File: src/rtl/pixel_sink_pkg.sv
// Shared display constants, the output-stage state type and the framebuffer address helper.
package pixel_sink_pkg;

    localparam int SCREEN_W = 160;
    localparam int SCREEN_H = 120;
    localparam int ADDR_W   = 15;
    localparam int COLOUR_W = 18;
    localparam int X_W      = 8;
    localparam int Y_W      = 7;

    typedef enum logic {
        OUT_EMPTY   = 1'b0,
        OUT_PRESENT = 1'b1
    } out_state_t;

    typedef struct packed {
        logic [ADDR_W-1:0]   addr;
        logic [COLOUR_W-1:0] colour;
    } pixel_t;

    // Row-major word address; 119*160+159 = 19199 fits in 15 bits.
    function automatic logic [ADDR_W-1:0] pixel_addr(
        input logic [X_W-1:0] x,
        input logic [Y_W-1:0] y,
        input int             screen_w
    );
        return ADDR_W'(y) * ADDR_W'(screen_w) + ADDR_W'(x);
    endfunction

endpackage

File: src/rtl/pixel_sink_sync_fifo.sv
// Small synchronous FIFO with a combinational head read so a pop can load the output stage on the same edge.
module sync_fifo #(
    parameter int DEPTH = 8,
    parameter int WIDTH = 33
) (
    input  logic                     clock,
    input  logic                     reset,
    input  logic                     clear,
    input  logic                     push,
    input  logic                     pop,
    input  logic [WIDTH-1:0]         wr_data,
    output logic [WIDTH-1:0]         rd_data,
    output logic [$clog2(DEPTH):0]   count,
    output logic                     full,
    output logic                     empty
);

    localparam int PTR_W = $clog2(DEPTH);

    logic [WIDTH-1:0] mem [DEPTH];
    logic [PTR_W-1:0] wr_ptr_reg;
    logic [PTR_W-1:0] rd_ptr_reg;
    logic [PTR_W:0]   count_reg;
    logic             push_ok;
    logic             pop_ok;

    // A push into a full FIFO is legal only when the head leaves on the same edge.
    assign pop_ok  = pop && !clear && (count_reg != '0);
    assign push_ok = push && !clear && ((count_reg != (PTR_W+1)'(DEPTH)) || pop_ok);

    always_ff @(posedge clock) begin
        if (push_ok) begin
            mem[wr_ptr_reg] <= wr_data;
        end
    end

    always_ff @(posedge clock or posedge reset) begin
        if (reset) begin
            wr_ptr_reg <= '0;
            rd_ptr_reg <= '0;
            count_reg  <= '0;
        end else if (clear) begin
            wr_ptr_reg <= '0;
            rd_ptr_reg <= '0;
            count_reg  <= '0;
        end else begin
            if (push_ok) begin
                wr_ptr_reg <= wr_ptr_reg + PTR_W'(1);
            end
            if (pop_ok) begin
                rd_ptr_reg <= rd_ptr_reg + PTR_W'(1);
            end
            count_reg <= count_reg + (PTR_W+1)'(push_ok) - (PTR_W+1)'(pop_ok);
        end
    end

    assign rd_data = mem[rd_ptr_reg];
    assign count   = count_reg;
    assign full    = (count_reg == (PTR_W+1)'(DEPTH));
    assign empty   = (count_reg == '0);

endmodule

File: src/rtl/pixel_sink.sv
// Buffers pixel writes into a FIFO and drains them to a framebuffer write port with a one-entry output stage.
module pixel_sink
    import pixel_sink_pkg::*;
#(
    parameter int DEPTH    = 8,
    parameter int SCREEN_W = pixel_sink_pkg::SCREEN_W,
    parameter int SCREEN_H = pixel_sink_pkg::SCREEN_H
) (
    input  logic                                clock,
    input  logic                                reset,
    input  logic [pixel_sink_pkg::X_W-1:0]      vga_x,
    input  logic [pixel_sink_pkg::Y_W-1:0]      vga_y,
    input  logic [pixel_sink_pkg::COLOUR_W-1:0] vga_colour,
    input  logic                                vga_write,
    input  logic                                clear,
    output logic [pixel_sink_pkg::ADDR_W-1:0]   fb_addr,
    output logic [pixel_sink_pkg::COLOUR_W-1:0] fb_data,
    output logic                                fb_we,
    input  logic                                fb_ready,
    output logic                                overflow,
    output logic [7:0]                          drop_count,
    output logic                                busy
);

    localparam int CNT_W = $clog2(DEPTH) + 1;

    pixel_t              wr_pixel;
    pixel_t              rd_pixel;
    logic [CNT_W-1:0]    fifo_count;
    logic                fifo_full;
    logic                fifo_empty;

    logic                in_range;
    logic                do_pop;
    logic                do_push;
    logic                drop_pixel;

    out_state_t          state_reg;
    logic [ADDR_W-1:0]   fb_addr_reg;
    logic [COLOUR_W-1:0] fb_data_reg;
    logic                overflow_reg;
    logic [7:0]          drop_count_reg;

    assign in_range = (int'(vga_x) < SCREEN_W) && (int'(vga_y) < SCREEN_H);

    assign wr_pixel.addr   = pixel_addr(vga_x, vga_y, SCREEN_W);
    assign wr_pixel.colour = vga_colour;

    // The output stage refills whenever it is empty or its current pixel is being taken.
    assign do_pop     = !fifo_empty && ((state_reg == OUT_EMPTY) || fb_ready) && !clear;
    assign do_push    = vga_write && !clear && in_range && (!fifo_full || do_pop);
    assign drop_pixel = vga_write && !clear && !do_push;

    sync_fifo #(
        .DEPTH (DEPTH),
        .WIDTH ($bits(pixel_t))
    ) u_fifo (
        .clock   (clock),
        .reset   (reset),
        .clear   (clear),
        .push    (do_push),
        .pop     (do_pop),
        .wr_data (wr_pixel),
        .rd_data (rd_pixel),
        .count   (fifo_count),
        .full    (fifo_full),
        .empty   (fifo_empty)
    );

    always_ff @(posedge clock or posedge reset) begin
        if (reset) begin
            state_reg      <= OUT_EMPTY;
            fb_addr_reg    <= '0;
            fb_data_reg    <= '0;
            overflow_reg   <= 1'b0;
            drop_count_reg <= '0;
        end else if (clear) begin
            state_reg      <= OUT_EMPTY;
            overflow_reg   <= 1'b0;
            drop_count_reg <= '0;
        end else begin
            if (do_pop) begin
                state_reg   <= OUT_PRESENT;
                fb_addr_reg <= rd_pixel.addr;
                fb_data_reg <= rd_pixel.colour;
            end else if ((state_reg == OUT_PRESENT) && fb_ready) begin
                state_reg <= OUT_EMPTY;
            end

            // Off-screen drops count but only a full-storage drop is an overflow.
            if (drop_pixel) begin
                if (drop_count_reg != 8'hFF) begin
                    drop_count_reg <= drop_count_reg + 8'd1;
                end
                if (in_range) begin
                    overflow_reg <= 1'b1;
                end
            end
        end
    end

    assign fb_addr    = fb_addr_reg;
    assign fb_data    = fb_data_reg;
    assign fb_we      = (state_reg == OUT_PRESENT);
    assign overflow   = overflow_reg;
    assign drop_count = drop_count_reg;
    assign busy       = (fifo_count != '0) || (state_reg == OUT_PRESENT);

endmodule

File: config.mk
export PLATFORM = sky130hd
export DESIGN_NAME = pixel_sink
export DESIGN_NICKNAME = d
export VERILOG_FILES = /design/src/rtl/pixel_sink_pkg.sv /design/src/rtl/pixel_sink_sync_fifo.sv /design/src/rtl/pixel_sink.sv
export SDC_FILE = /design/constraint.sdc
export NUM_CORES = 1
export LEC_CHECK = 0
export ABC_AREA = 1
export CAP_MARGIN = 10
export CORE_ASPECT_RATIO = 1.5
export CORE_UTILIZATION = 59
export CTS_CLUSTER_DIAMETER = 80
export DETAILED_ROUTE_END_ITERATION = 16
export GPL_ROUTABILITY_DRIVEN = 0
export PLACE_DENSITY = 0.79
export SYNTH_ARGS = -nofsm -noshare
export SYNTH_HDL_FRONTEND = slang
export SYNTH_HIERARCHICAL = 1
export SYNTH_SLANG_ARGS = --single-unit
File: constraint.sdc
create_clock -name clock -period 6.24 [get_ports clock]
set_clock_uncertainty 0.1 [all_clocks]
set_input_delay 0.936 -clock clock [delete_from_list [all_inputs] [get_ports clock]]
set_output_delay 0.936 -clock clock [all_outputs]
set_load 0.01 [all_outputs]
[After elaboration in Yosys (flattened, before gate mapping)]
Memories as Yosys holds them, arrays and structs flattened. A register that Yosys moved wholly into a read port is not among the register bits.
Index checks and enable logic that the tools add are counted.
Cells by class
  add/sub/neg operators: 6
  multipliers: 1
  order comparisons: 2
  eq/ne operators: 3
  mux-type cells: 16
  bitwise logic cells: 2
  reduce and logical (&&, ||, !) cells: 31
Operators with widths (number)
  8-bit two-way mux: 3
  15-bit by 8-bit adder with 15-bit output: 1
  1-bit logical AND: 12
  3-bit two-way mux: 4
  7-bit by 3-bit multiplier with 10-bit output (second input constant): 1
  2-bit nonzero test: 5
  8-bit by 1-bit adder with 8-bit output (second input constant): 1
  8-bit less-than comparator (second input constant): 1
  1-bit two-way mux: 8
  8-bit inequality test (second input constant): 1
  7-bit less-than comparator (second input constant): 1
  3-bit by 1-bit adder with 3-bit output (second input constant): 2
  2-bit AND reduction: 3
  4-bit by 1-bit adder with 4-bit output: 1
  4-bit equality test (second input constant): 1
  1-bit zero test: 4
  4-bit zero test: 1
  1-bit logical OR: 4
  4-bit two-way mux: 1
  4-bit inequality test (second input constant): 1
  4-bit nonzero test: 1
  4-bit by 1-bit subtractor with 4-bit output: 1
  3-bit nonzero test: 1
  1-bit NOT: 2
Word-level totals
  bits in registers: 20
  memory bits (writable): 264
  input port bits: 38
  logic and storage cells: 68
  memories kept: 1
Memory list
  u_fifo.mem: words 8, bits a word 33, read ports 1, clocked after memory_dff 1, write ports 1, line pixel_sink_sync_fifo.sv:20  | logic [WIDTH-1:0] mem [DEPTH];

[Longest topological paths before layout]
  word-level depth: 11
  depth in mapped cells: 19
  depth with buffers taken out: 18

[Hierarchy]
The synthesis kept the hierarchy.
By module, submodules not included
  sync_fifo: times used 1, cells an instance 896, area an instance 11018.1 um2
  pixel_sink: times used 1, cells an instance 325, area an instance 2483.6 um2

[Worst setup path before layout]
OpenSTA, ideal clock, no wires.
  path type: in2reg
  start: input port clear
  end: memory u_fifo.mem[5][0] (enable)
  library setup time: 465 ps
  arrival: 4230 ps
  required time: 5675 ps
  path slack: 1446 ps
  stages on the path: 10
  buffers on the path: 1
  cells stage by stage: nor2_2 nand2_4 inv_2 buf_2 inv_1 nor2_2 nand2_1 nand2_2 nand2_4 nor3_1
On the way
  longest elaborated chain between the ends: 8
  elaborated cells on any way between the ends: 13
  classes of those cells: mux: 2; reduce/logical: 11
RTL lines
  start: declaration: line pixel_sink.sv:15  | input logic clear,
  1-bit zero test (*): line pixel_sink.sv:50  | assign do_pop = !fifo_empty && ((state_reg == OUT_EMPTY) || fb_ready) && !clear;
  1-bit logical AND (*): line pixel_sink.sv:50
  named net do_pop: line pixel_sink.sv:34  | logic do_pop;
  1-bit logical OR or 1-bit logical AND (tied branches): line pixel_sink.sv:51, pixel_sink_sync_fifo.sv:28
  1-bit logical AND (on tied branches): line pixel_sink.sv:51, pixel_sink_sync_fifo.sv:28
  1-bit logical AND or 1-bit logical OR (tied branches): line pixel_sink_sync_fifo.sv:29  | assign push_ok = push && !clear && ((count_reg != (PTR_W+1)'(DEPTH)) || pop_ok);
  1-bit logical AND (*): line pixel_sink_sync_fifo.sv:29
  1-bit two-way mux (*): line pixel_sink_sync_fifo.sv:32  | if (push_ok) begin
  1-bit two-way mux (not written as such) (*): line pixel_sink_sync_fifo.sv:33  | mem[wr_ptr_reg] <= wr_data;
  end: declaration: line pixel_sink_sync_fifo.sv:20
The timed path passes the listed nets; every way through them passes the cells marked *.

[Worst setup path after layout]
  start: input port clear
  end: memory u_fifo.mem[6][26] (enable)
On the way
  longest elaborated chain between the ends: 8
  elaborated cells on any way between the ends: 13
  classes of those cells: mux: 2; reduce/logical: 11
RTL lines
  1-bit zero test (*): line pixel_sink.sv:50, pixel_sink.sv:51
  1-bit logical AND (on tied branches): line pixel_sink.sv:51, pixel_sink.sv:50
  1-bit logical AND or 1-bit logical OR (tied branches): line pixel_sink.sv:51  | assign do_push = vga_write && !clear && in_range && (!fifo_full || do_pop);
  1-bit logical AND (*): line pixel_sink.sv:51
  named net do_push: line pixel_sink.sv:35  | logic do_push;
  1-bit logical AND (*) (2 in a row): line pixel_sink_sync_fifo.sv:29
  1-bit two-way mux (*): line pixel_sink_sync_fifo.sv:32
  1-bit two-way mux (not written as such) (*): line pixel_sink_sync_fifo.sv:33
Marked as above.

==> metrics.md <==
| Metric | Value |
|---|---|
| Hold Fails Final Rpt | 0 |
| Worst-path clk slew | 0.06 ns |
| Worst ir drop on vdd | 0.000232 V |
| Area occupied by registers | 9260 µm² |
| Syn Nets | 1283 |
| NetSw | 0.00148 W |
| Combinational share of power | 21.1% |
| Violated checks | DRC |
| Final Setup Violations | 0 |
| Max FFs per register | 264 |
| Reg2reg path depth | 13 |
| Total gr overflow | 0 |
| Area Growth Syn to Fin | 13.4% |
| Vias | 8917 |
| Asr flop ratio synth | 16.7% |
| Hold Path Stages | 2 |
| Status | finished, violations left |
| Worst Setup Start Kind | primary input |
| Num ports | 82 |
| Sequential fraction of the synthesis area | 68.5% |
| Tot GR Track Use | 24.4% |
| RSZ-0062 raised after global routing | no |
| Vias in the first global route | 9176 |
| Final worst path period share | 67.2% |
| N_diodes | 0 |
| WS Path Type | in -> reg |
| CTS H-tree lvls | 1 |
| Die area | 23500 µm² |
| Post-layout instance area | 15300 µm² |
| Core area | 22400 µm² |
| Worst EP arrival | 4.24 ns |
| Clk sinks | 317 |
| Leak | 5.84 nW |
| Routed len/inst | 17.5 µm |
| Initial Util | 60.3% |
| Vias per inst | 5.64 |
| First-pass GRT wire length | 45600 µm |
| Synth cell count leaders | edfxtp_1 (264), nand2_1 (263), nor2_1 (227) |
| Critical Path RT | 6.29 ns |
| Synth unique cells | 36 |
| Clock share of power | 30.5% |
| Deepest clock path buffer count | 3 |
| DP Area | 14500 µm² |
| Hold/Removal Path Class | reg -> reg |
| Worst slew pin tran | 1.16 ns |
| CP Max Fanout | 35 |
| Drt first pass iters | 11 |
| Sw Ratio | 28.0% |
| F_max | 238 MHz |
| Top cells by area, synth | edfxtp_1 (59%), dfrtp_1 (9.8%), nand2_1 (7.3%) |
| Antenna Violating Nets Remaining | 0 |
| Worst setup EP type | register |
| EDFF count, synth | 264 |
| Final TNS setup | 0 ns |
| Slew Limit Fails | 0 |
| Hold buffer count at CTS | 0 |
| Iteration-0 DRC Markers | 746 |
| Tmin final | 4.19 ns |
| Cell with the most instances after synthesis | edfxtp_1 |
| Maxcap violations | 0 |
| Fraction of layout cells with a size suffix above 1 | 6.28% |
| Drt total wl | 27600 µm |
| Core Rows | 67 |
| Number of synthesized register bits | 317 |
| PwrDens | 345 nW/µm² |
| Synth Cell Area | 13500 µm² |
| CTS Buf Count | 27 |
| Primary FF master, synth | edfxtp_1 |
| Max_slew headroom | 22.6% |
| Die height | 187 µm |
| Clock root buffer | clkbuf_16 |
| Final nets | 1347 |
| Antenna violations before repair | 0 |
| Seq pwr share | 48.4% |
| Largest net degree at the start of global routing | 77 |
| Post-CTS Repair Setup Buffers | 0 |
| Ys Warns | 6 |
| Power Total | 0.00529 W |
| Area of the multi-input gates | 3780 µm² |
| Power Internal | 0.00381 W |
| CTS tree | built |
| Yosys top cell area share | 58.7% |
| Fillers | 1597 |
| Worst-skew pair later-pin latency | 0.54 ns |
| Cells after synthesis | 1221 |
| Post-synth top area cell | edfxtp_1 |
| Post-DP HPWL | 16200 µm |
| Finished Core Util | 68.4% |
| # DRC | 6 |
| Port buffer count | 81 |
| Die Span X | 126 µm |
| PostCTS Resize Cnt | 0 |
| Final hold slack | 0.379 ns |
| Syn avg cell area | 11.1 µm² |
worst max-delay path: stages:
cell             delay, ns
clkdlybuf4s50_1       0.64
nor2_2                0.25
nand2_4               0.29
nand2_2               0.22
nand3_2               0.14
inv_1                 0.09
inv_1                 0.05
nor2_1                0.37
nand3_2               0.29
nor2_4                0.94
through the flow:
| step | instances | worst slack (ns) |
|---|---|---|
| after global placement | 1532 | 1.55 |
| after CTS | 1581 | 1.99 |
| final | 1581 | 2.05 |
| after detailed placement | 1532 | 1.43 |
| after global routing | 1581 | 1.84 |
| after floorplan | 1221 | 1.45 |
per-layer routing:
layer	track usage, %	wire length (µm)	vias up
met2	44.0	14500	297
met3	2.15	1480	56
met4	8.68	709	0
li1	-	-	4294
met5	0	0	-
met1	30.8	10900	4270
cells by family (layout without fill, tap and decap cells):
group           after synthesis  in the layout  share of synthesized area, %
buf+inv                     105            189                          3.86
simple gates                554            554                          16.6
xor+xnor                     10             10                         0.649
flops                       317            317                          68.5
fa+ha+maj                    24             24                          2.39
compound gates              211            211                          7.93
final timing paths:
path,startpoint,end,slack (ns)
max,clear,u_fifo/mem[6][26]$_DFFE_PP_,2.05
min,fb_data[7]$_DFFE_PP0P_,fb_data[7]$_DFFE_PP0P_,0.38
max reg2reg,u_fifo/count[2]$_DFF_PP0_,u_fifo/mem[6][26]$_DFFE_PP_,2.33
min reg2reg,fb_data[7]$_DFFE_PP0P_,fb_data[7]$_DFFE_PP0P_,0.38
max in group asynchronous,reset,fb_addr[1]$_DFFE_PP0P_,4.53
min in group asynchronous,reset,u_fifo/wr_ptr_reg[0]$_DFFE_PP0P_,0.62
power by group through the flow:
stage | Clock, W | Combinational [W] | Sequential, W
6_report | 0.00161 | 0.00112 | 0.00256
5_1_grt | 0.00171 | 0.00126 | 0.00258
4_1_cts | 0.00164 | 0.00113 | 0.00256
3_5_place_dp | 0 | 0.00112 | 0.00260
3_3_place_gp | 0 | 0.00108 | 0.00260
2_1_floorplan | 0 | 0.000681 | 0.00261
placed cells by master, fill, tap and decap left out, types with 12 or more instances in the layout:
| cell type | count |
|---|---|
| o21ai_1 | 116 |
| o21ai_0 | 85 |
| dfrtp_1 | 51 |
| nand3_1 | 31 |
| ha_1 | 21 |
| inv_1 | 39 |
| nand2_1 | 263 |
| clkbuf_16 | 27 |
| clkdlybuf4s50_1 | 81 |
| edfxtp_1 | 264 |
| nor2_1 | 223 |
| buf_4 | 12 |
cell type report:
cell class	count	area share, %
sequential	317	60.5
clock inverter	13	0.744
inverter	47	1.17
multi-input combinational	799	24.7
clock buffer	36	4.77
timing repair buffer	93	5.89
tap	276	2.26
(Power assumes the default switching activity.)
